**config.mk**
```make
export PLATFORM = sky130hd
export DESIGN_NAME = cdr_frame_deframer_flat
export DESIGN_NICKNAME = d
export VERILOG_FILES = /design/src/rtl/cdr_frame_deframer_if.sv /design/src/rtl/cdr_frame_deframer.sv /design/src/flat_wrapper.sv
export SDC_FILE = /design/constraint.sdc
export NUM_CORES = 1
export LEC_CHECK = 0
export CAP_MARGIN = 25
export CORE_MARGIN = 5
export CORE_UTILIZATION = 36
export CTS_BUF_LIST = sky130_fd_sc_hd__clkbuf_4 sky130_fd_sc_hd__clkbuf_8
export CTS_CLUSTER_DIAMETER = 50
export DETAILED_ROUTE_END_ITERATION = 8
export SETUP_SLACK_MARGIN = 0.5
export SKIP_LAST_GASP = 1
export SYNTH_ARGS = -nofsm -noshare
export SYNTH_HDL_FRONTEND = slang
export SYNTH_SLANG_ARGS = --single-unit
```
**constraint.sdc**
```tcl
create_clock -name i_clk -period 2.6 [get_ports i_clk]
set_clock_uncertainty 0.15 [all_clocks]
set_input_delay 0.52 -clock i_clk [delete_from_list [all_inputs] [get_ports i_clk]]
set_output_delay 0.52 -clock i_clk [all_outputs]
set_load 0.005 [all_outputs]
```
**src/rtl/cdr_frame_deframer_if.sv**
```systemverilog
// Bundle of the CDR-side bit stream, control strobes and CPU-side FIFO read
// port of the frame deframer. The master side is the CDR/CPU environment,
// the slave side is the deframer itself.
interface cdr_frame_deframer_if #(
  parameter int FIFO_SIZE_BIT = 4
);
  logic                   i_data;
  logic                   i_flag;
  logic                   i_flush;
  logic                   i_clear;
  logic                   i_rd_en;
  logic [7:0]             o_data;
  logic                   o_rd_valid;
  logic [FIFO_SIZE_BIT:0] o_count;
  logic                   o_full;
  logic                   o_empty;
  logic                   o_almost_full;
  logic                   o_rd_error;
  logic                   o_overflow;
  logic                   o_frame_done;
  logic                   o_frame_err;
  logic                   o_len_error;
  logic                   o_busy;

  modport master (
    output i_data, i_flag, i_flush, i_clear, i_rd_en,
    input  o_data, o_rd_valid, o_count, o_full, o_empty, o_almost_full,
           o_rd_error, o_overflow, o_frame_done, o_frame_err, o_len_error, o_busy
  );

  modport slave (
    input  i_data, i_flag, i_flush, i_clear, i_rd_en,
    output o_data, o_rd_valid, o_count, o_full, o_empty, o_almost_full,
           o_rd_error, o_overflow, o_frame_done, o_frame_err, o_len_error, o_busy
  );
endinterface

```
**src/rtl/cdr_frame_deframer.sv**
```systemverilog
// 802.15.4 frame deframer: hunts for the SFD in the CDR bit stream, checks the
// PHR length, assembles payload bytes and buffers length + payload in a FIFO.
// A completed byte is staged for one cycle and written on the following edge.
module cdr_frame_deframer #(
  parameter int         FIFO_SIZE_BIT = 4,
  parameter logic [7:0] SFD_PATTERN   = 8'hA7,
  parameter int         MAX_LEN       = 127,
  parameter bit         MSB_FIRST     = 1'b0
) (
  input  logic                 i_clk,
  input  logic                 i_rst,
  cdr_frame_deframer_if.slave  bus
);
  localparam int DEPTH = 1 << FIFO_SIZE_BIT;
  localparam logic [FIFO_SIZE_BIT:0]   DEPTH_C  = (FIFO_SIZE_BIT+1)'(DEPTH);
  localparam logic [FIFO_SIZE_BIT:0]   AFULL_C  = (FIFO_SIZE_BIT+1)'(DEPTH - 2);
  localparam logic [FIFO_SIZE_BIT:0]   CNT_ONE  = (FIFO_SIZE_BIT+1)'(1);
  localparam logic [FIFO_SIZE_BIT-1:0] PTR_ONE  = FIFO_SIZE_BIT'(1);
  localparam logic [6:0]               MAXLEN_C = 7'(MAX_LEN);

  typedef enum logic [1:0] {ST_HUNT = 2'd0, ST_LEN = 2'd1, ST_DATA = 2'd2} state_t;

  state_t                   state_q, state_d;
  logic [7:0]               sr_q, sr_d, sr_shift_s;
  logic [2:0]               bit_cnt_q, bit_cnt_d;
  logic [6:0]               byte_cnt_q, byte_cnt_d;
  logic                     wr_pend_q, wr_pend_d;
  logic [7:0]               wr_byte_q, wr_byte_d;
  logic                     last_q, last_d;
  logic                     len_pend_q, len_pend_d;
  logic                     sfd_hit_s;
  logic                     frm_err_q, frm_err_d;
  logic [7:0]               mem_q [DEPTH];
  logic [FIFO_SIZE_BIT-1:0] wr_ptr_q, rd_ptr_q;
  logic [FIFO_SIZE_BIT:0]   count_q, count_d;
  logic                     rd_ok_s, wr_ok_s, drop_s;
  logic [7:0]               data_q;
  logic                     rd_valid_q, rd_error_q, full_q, empty_q, afull_q, ovf_q;
  logic                     frame_done_q, frame_err_q, len_error_q, busy_q;
  logic                     frame_done_d;

  assign sr_shift_s = MSB_FIRST ? {sr_q[6:0], bus.i_data} : {bus.i_data, sr_q[7:1]};

  // Framing FSM next state: SFD hunt, PHR length check, payload byte assembly.
  always_comb begin
    state_d    = state_q;
    sr_d       = sr_q;
    bit_cnt_d  = bit_cnt_q;
    byte_cnt_d = byte_cnt_q;
    wr_pend_d  = 1'b0;
    wr_byte_d  = wr_byte_q;
    last_d     = 1'b0;
    len_pend_d = 1'b0;
    sfd_hit_s  = 1'b0;
    if (bus.i_flush) begin
      state_d   = ST_HUNT;
      bit_cnt_d = 3'd0;
    end else if (bus.i_flag) begin
      sr_d = sr_shift_s;
      case (state_q)
        ST_HUNT: begin
          if (sr_shift_s == SFD_PATTERN) begin
            state_d   = ST_LEN;
            bit_cnt_d = 3'd0;
            sfd_hit_s = 1'b1;
          end else begin
            state_d = ST_HUNT;
          end
        end
        ST_LEN: begin
          bit_cnt_d = bit_cnt_q + 3'd1;
          if (bit_cnt_q == 3'd7) begin
            if ((sr_shift_s[6:0] == 7'd0) || (sr_shift_s[6:0] > MAXLEN_C)) begin
              len_pend_d = 1'b1;
              state_d    = ST_HUNT;
            end else begin
              wr_pend_d  = 1'b1;
              wr_byte_d  = sr_shift_s;
              byte_cnt_d = sr_shift_s[6:0];
              state_d    = ST_DATA;
            end
          end else begin
            state_d = ST_LEN;
          end
        end
        ST_DATA: begin
          bit_cnt_d = bit_cnt_q + 3'd1;
          if (bit_cnt_q == 3'd7) begin
            wr_pend_d  = 1'b1;
            wr_byte_d  = sr_shift_s;
            byte_cnt_d = byte_cnt_q - 7'd1;
            if (byte_cnt_q == 7'd1) begin
              last_d  = 1'b1;
              state_d = ST_HUNT;
            end else begin
              state_d = ST_DATA;
            end
          end else begin
            state_d = ST_DATA;
          end
        end
        default: state_d = ST_HUNT;
      endcase
    end else begin
      sr_d = sr_q;
    end
  end

  // FIFO handshake: a full FIFO still accepts a write if a read frees a slot.
  always_comb begin
    rd_ok_s = bus.i_rd_en && !empty_q;
    wr_ok_s = wr_pend_q && (!full_q || rd_ok_s);
    drop_s  = wr_pend_q && full_q && !rd_ok_s;
    case ({wr_ok_s, rd_ok_s})
      2'b10:   count_d = count_q + CNT_ONE;
      2'b01:   count_d = count_q - CNT_ONE;
      default: count_d = count_q;
    endcase
    frame_done_d = last_q && !bus.i_flush;
    if (bus.i_flush || sfd_hit_s) begin
      frm_err_d = 1'b0;
    end else if (drop_s) begin
      frm_err_d = 1'b1;
    end else begin
      frm_err_d = frm_err_q;
    end
  end

  // Framing state, shift register, counters and the one-cycle write stage.
  always_ff @(posedge i_clk or negedge i_rst) begin
    if (!i_rst) begin
      state_q    <= ST_HUNT;
      sr_q       <= 8'd0;
      bit_cnt_q  <= 3'd0;
      byte_cnt_q <= 7'd0;
      wr_pend_q  <= 1'b0;
      wr_byte_q  <= 8'd0;
      last_q     <= 1'b0;
      len_pend_q <= 1'b0;
      frm_err_q  <= 1'b0;
    end else begin
      state_q    <= state_d;
      sr_q       <= sr_d;
      bit_cnt_q  <= bit_cnt_d;
      byte_cnt_q <= byte_cnt_d;
      wr_pend_q  <= wr_pend_d;
      wr_byte_q  <= wr_byte_d;
      last_q     <= last_d;
      len_pend_q <= len_pend_d;
      frm_err_q  <= frm_err_d;
    end
  end

  // FIFO storage array; no reset needed, occupancy tracks validity.
  always_ff @(posedge i_clk) begin
    if (wr_ok_s) mem_q[wr_ptr_q] <= wr_byte_q;
  end

  // FIFO pointers, read port, status flags and event pulses.
  always_ff @(posedge i_clk or negedge i_rst) begin
    if (!i_rst) begin
      wr_ptr_q     <= '0;
      rd_ptr_q     <= '0;
      count_q      <= '0;
      data_q       <= 8'd0;
      rd_valid_q   <= 1'b0;
      rd_error_q   <= 1'b0;
      full_q       <= 1'b0;
      empty_q      <= 1'b1;
      afull_q      <= 1'b0;
      ovf_q        <= 1'b0;
      frame_done_q <= 1'b0;
      frame_err_q  <= 1'b0;
      len_error_q  <= 1'b0;
      busy_q       <= 1'b0;
    end else begin
      if (wr_ok_s) wr_ptr_q <= wr_ptr_q + PTR_ONE;
      if (rd_ok_s) begin
        rd_ptr_q <= rd_ptr_q + PTR_ONE;
        data_q   <= mem_q[rd_ptr_q];
      end
      count_q      <= count_d;
      rd_valid_q   <= rd_ok_s;
      rd_error_q   <= bus.i_rd_en && empty_q;
      full_q       <= (count_d == DEPTH_C);
      empty_q      <= (count_d == '0);
      afull_q      <= (count_d >= AFULL_C);
      ovf_q        <= drop_s ? 1'b1 : (bus.i_clear ? 1'b0 : ovf_q);
      frame_done_q <= frame_done_d;
      frame_err_q  <= frame_done_d && (frm_err_q || drop_s);
      len_error_q  <= len_pend_q;
      busy_q       <= (state_d != ST_HUNT);
    end
  end

  assign bus.o_data        = data_q;
  assign bus.o_rd_valid    = rd_valid_q;
  assign bus.o_count       = count_q;
  assign bus.o_full        = full_q;
  assign bus.o_empty       = empty_q;
  assign bus.o_almost_full = afull_q;
  assign bus.o_rd_error    = rd_error_q;
  assign bus.o_overflow    = ovf_q;
  assign bus.o_frame_done  = frame_done_q;
  assign bus.o_frame_err   = frame_err_q;
  assign bus.o_len_error   = len_error_q;
  assign bus.o_busy        = busy_q;
endmodule
```
**src/flat_wrapper.sv**
```systemverilog
// flat-port wrapper written by rule: the top's interface ports become plain ports
module cdr_frame_deframer_flat 
#(
  parameter int         FIFO_SIZE_BIT = 4,
  parameter logic [7:0] SFD_PATTERN   = 8'hA7,
  parameter int         MAX_LEN       = 127,
  parameter bit         MSB_FIRST     = 1'b0
)
  (i_clk, i_rst, bus_i_data, bus_i_flag, bus_i_flush, bus_i_clear, bus_i_rd_en, bus_o_data, bus_o_rd_valid, bus_o_count, bus_o_full, bus_o_empty, bus_o_almost_full, bus_o_rd_error, bus_o_overflow, bus_o_frame_done, bus_o_frame_err, bus_o_len_error, bus_o_busy);
  cdr_frame_deframer_if #(.FIFO_SIZE_BIT(FIFO_SIZE_BIT)) bus_i ();
  input  logic i_clk;
  input  logic i_rst;
  input wire logic [$bits(bus_i.i_data)-1:0] bus_i_data;
  input wire logic [$bits(bus_i.i_flag)-1:0] bus_i_flag;
  input wire logic [$bits(bus_i.i_flush)-1:0] bus_i_flush;
  input wire logic [$bits(bus_i.i_clear)-1:0] bus_i_clear;
  input wire logic [$bits(bus_i.i_rd_en)-1:0] bus_i_rd_en;
  output wire logic [$bits(bus_i.o_data)-1:0] bus_o_data;
  output wire logic [$bits(bus_i.o_rd_valid)-1:0] bus_o_rd_valid;
  output wire logic [$bits(bus_i.o_count)-1:0] bus_o_count;
  output wire logic [$bits(bus_i.o_full)-1:0] bus_o_full;
  output wire logic [$bits(bus_i.o_empty)-1:0] bus_o_empty;
  output wire logic [$bits(bus_i.o_almost_full)-1:0] bus_o_almost_full;
  output wire logic [$bits(bus_i.o_rd_error)-1:0] bus_o_rd_error;
  output wire logic [$bits(bus_i.o_overflow)-1:0] bus_o_overflow;
  output wire logic [$bits(bus_i.o_frame_done)-1:0] bus_o_frame_done;
  output wire logic [$bits(bus_i.o_frame_err)-1:0] bus_o_frame_err;
  output wire logic [$bits(bus_i.o_len_error)-1:0] bus_o_len_error;
  output wire logic [$bits(bus_i.o_busy)-1:0] bus_o_busy;
  assign bus_i.i_data = bus_i_data;
  assign bus_i.i_flag = bus_i_flag;
  assign bus_i.i_flush = bus_i_flush;
  assign bus_i.i_clear = bus_i_clear;
  assign bus_i.i_rd_en = bus_i_rd_en;
  assign bus_o_data = bus_i.o_data;
  assign bus_o_rd_valid = bus_i.o_rd_valid;
  assign bus_o_count = bus_i.o_count;
  assign bus_o_full = bus_i.o_full;
  assign bus_o_empty = bus_i.o_empty;
  assign bus_o_almost_full = bus_i.o_almost_full;
  assign bus_o_rd_error = bus_i.o_rd_error;
  assign bus_o_overflow = bus_i.o_overflow;
  assign bus_o_frame_done = bus_i.o_frame_done;
  assign bus_o_frame_err = bus_i.o_frame_err;
  assign bus_o_len_error = bus_i.o_len_error;
  assign bus_o_busy = bus_i.o_busy;
  cdr_frame_deframer #(.FIFO_SIZE_BIT(FIFO_SIZE_BIT), .SFD_PATTERN(SFD_PATTERN), .MAX_LEN(MAX_LEN), .MSB_FIRST(MSB_FIRST)) u_core (.i_clk(i_clk), .i_rst(i_rst), .bus(bus_i));
endmodule
```
==> qor.yml <==
pwr:
  pwr-share-seq: 0.487
  p_leak_uw: 0.003747
  total_power_uw: 7866
  switchingPower_uw: 2504
  peakVddDrop_uv: 449.5
  power_frac_clock: 0.241
  p_int_uw: 5362
  power.switching_fraction: 0.3183
  p_comb_frac: 0.272
  p_per_area_nw_per_um2: 811.8
clock_tree:
  htree_levels: 4
  cts_tree: "yes"
  cts_sinks: 190
  cts_root_buffer: "clkbuf_8"
  clock_latency_ps: 460
  clockBufferDepth: 2
  clkTransAtPathRegs_ps: 90
  cts_buffers: 17
timing:
  finalMaxSlewViolations: 0
  rsz0062_at_grt: "yes"
  post-route-min-period_ps: 2449
  setup_viol: 0
  timing.final.crit_share: 0.9418
  slew-limit-headroom: 0.4618
  max_freq_ghz: 0.4084
  tightest_slew_ps: 807.3
  tns_ps: 0
  hold_viol: 0
  timing.hold.ws_ps: 222.2
place:
  place_congestion: 0.7902
  numPortBuffers: 29
  dp.cells: 885
  placed_cell_area_um2: 8992
  hpwl_um: 11240
die:
  die_h_um: 158.6
  design.core.area_um2: 21820
  start_util: 0.3645
  dieArea_um2: 25170
  rows: 54
  io-pin-count: 30
  fp.dieW_um: 158.6
yosys:
  synth.largest_area_cell: "edfxtp_1"
  syn_area_per_cell_um2: 14.18
  ys_seq_area_frac: 0.6785
  synth_cell_types: 51
  synthFlopType: "edfxtp_1"
  yosysMostFrequentCell: "edfxtp_1"
  synth_common_cells: "edfxtp_1, mux2i_1, dfrtp_1, nand2_1, nor2_1"
  yosysTopAreaCellShare: 0.4832
  ys_warn_count: 0
  syn_nets: 584
  netlist_area_um2: 7954
  ys_ff_latch: 190
  synthArstFlopShare: 0.3263
  synth-edff-count: 128
  syn_inst: 561
  yosys-top-cells-area: "edfxtp_1, dfrtp_1, mux2i_1, ha_1, nand2_1"
route:
  dr_total_vias: 4777
  ant_nets: 0
  via_per_inst: 5.098
  drcViolationCount: 0
  drt_iter0_markers: 247
  wl_per_cell_um: 17.97
  drt_wl_total_um: 16840
  drtPass1Iterations: 4
setup_path:
  cp_cell_sequence: "nand2b_4, buf_6, inv_4, ha_4, xor2_1, ha_2, o21ai_1, a21oi_1, o221ai_2, xnor2_2, nor4b_2"
  rr_startpoint: "u_core.bus.o_empty$_DFF_PN1_"
  slowest_delay_ps: 540
  reg2reg_slack_ps: 150
  crit_path_start_kind: "register"
  cp_slowest_cell: "dfstp_2"
  arrival_ps: 2660
  path_class: "register to register"
  r2r_end: "u_core.bus.o_full$_DFF_PN0_"
  critPathMaxFanout: 4
  crit_path_end_kind: "register"
  reg2regPathDepth: 11
  cp.required_ps: 2810
final_layout:
  layout.nets: 667
  fin_area_um2: 9689
  stdcell_count: 937
  drive_gt1_frac: 0.2222
  diodes: 0
  synthToLayoutAreaGrowth_pct: 21.82
  fill_cells: 1906
hold_path:
  min_delay_path_depth: 0
  hold_class: "register to register"
  hold_end: "u_core.bus.o_len_error$_DFF_PN0_"
  min_from: "u_core.len_pend_q$_DFF_PN0_"
global_routing:
  grt_pass1_wl_um: 27140
  grt_antenna_before_repair: 1
  grt_pass1_vias: 4926
  grt_max_degree: 39
  gr-total-overflow: 0
  track_usage: 0.1410
run:
  drv_cap: 0
outcome:
  status: "finished, final reports clean"
==> cells in the final DEF, fill, tap and decap left out, drive strengths merged, types with 8 or more instances in the layout <==
| master | count |
|---|---|
| edfxtp | 128 |
| a21oi | 18 |
| inv | 25 |
| ha | 16 |
| mux2 | 14 |
| mux2i | 66 |
| nand3 | 13 |
| nor2 | 20 |
| nand2 | 50 |
| a22oi | 16 |
| xnor2 | 11 |
| dfrtp | 61 |
| clkdlybuf4s50 | 24 |
| and2 | 16 |
| o21ai | 8 |
| nand4 | 17 |
| buf | 60 |
| clkbuf | 20 |
==> state kept, by name (all words and copies together) (netlist names), 2 cells and up <==
| name | count |
|---|---|
| u_core.mem_q | 128 |
| u_core.bus.o_data | 8 |
| u_core.wr_byte_q | 8 |
| u_core.byte_cnt_q | 7 |
| u_core.sr_q | 7 |
| u_core.bus.o_count | 5 |
| u_core.rd_ptr_q | 4 |
| u_core.wr_ptr_q | 4 |
| u_core.bit_cnt_q | 3 |
| u_core.state_q | 2 |
==> power by group through the flow <==
stage,Combinational (µW),Clock (µW),Sequential (µW)
finish,2140,1900,3830
CTS,2070,1950,3820
floorplan,1350,0,3680
detailed placement,1930,0,3920
global route,2340,2080,3880
global placement,1900,0,3900
==> worst max-delay path, delay by kind of cell, from the launching register on <==
family,cells,cell delay (ps)
adders and majority gates,2,390
buffers and inverters,2,150
AOI/OAI and AO/OA,3,350
xor gates and xnor gates,2,410
DFF,1,540
and+or+nand+nor,2,370
==> repair_timing <==
item	4_1_cts	5_1_grt
endpoints found under the setup margin	43	26
hold buffers	1	0
gates resized for setup	16	19
gates cloned	0	1
pin swaps	7	11
hold endpoints to repair	14	0
setup buffers	9	9
==> worst max path at each step <==
stage                                       startpoint                     endpoint  slack (ps)  depth (start not counted)
after floorplan           u_core.bus.o_empty$_DFF_PN1_  u_core.bus.o_full$_DFF_PN0_         210                         11
after global placement                     bus_i_rd_en  u_core.bus.o_full$_DFF_PN0_        -390                         12
after detailed placement                   bus_i_rd_en  u_core.bus.o_full$_DFF_PN0_        -510                         12
after CTS                 u_core.bus.o_empty$_DFF_PN1_  u_core.bus.o_full$_DFF_PN0_         100                         11
after global routing      u_core.bus.o_empty$_DFF_PN1_  u_core.bus.o_full$_DFF_PN0_          10                         11
final                     u_core.bus.o_empty$_DFF_PN1_  u_core.bus.o_full$_DFF_PN0_         150                         11
==> routing by layer <==
layer | global-route usage | up-vias | share of wire
met5 | 0 | - | 0
met4 | 0.03818 | 0 | 0.012
met3 | 0.03180 | 17 | 0.045
met2 | 0.2283 | 99 | 0.48
met1 | 0.1923 | 2412 | 0.46
li1 | - | 2249 | -
==> through the flow <==
| step | setup WS (ps) | utilization |
|---|---|---|
| 3_3_place_gp | -390.5 | 0.4121 |
| 4_1_cts | 98.47 | 0.4362 |
| 2_1_floorplan | 207.7 | - |
| 6_report | 151.2 | 0.4440 |
| 3_5_place_dp | -511.8 | 0.4121 |
| 5_1_grt | 14.09 | 0.4440 |
==> area by class of cell <==
class	count	area [µm²]	share of cell area
sequential	190	5406	0.5580
inverter	19	73.82	0.007619
clock buffer	19	261.5	0.02699
multi-input combinational	326	2529	0.2610
timing repair buffer	90	939.7	0.09698
clock inverter	13	128.9	0.01330
tap	280	350.3	0.03616
==> kinds of logic (layout without fill, tap and decap cells) <==
kind of cell,after synthesis,count (layout),synth area share
adders and majority gates,16,16,0.02517
muxes,80,80,0.1029
xor gates and xnor gates,13,13,0.01432
AOI/OAI and AO/OA,68,68,0.06072
buffers and inverters,45,141,0.02312
and+or+nand+nor,149,149,0.09533
DFF,190,190,0.6785
Note: power is estimated with default switching activity, not from simulation.
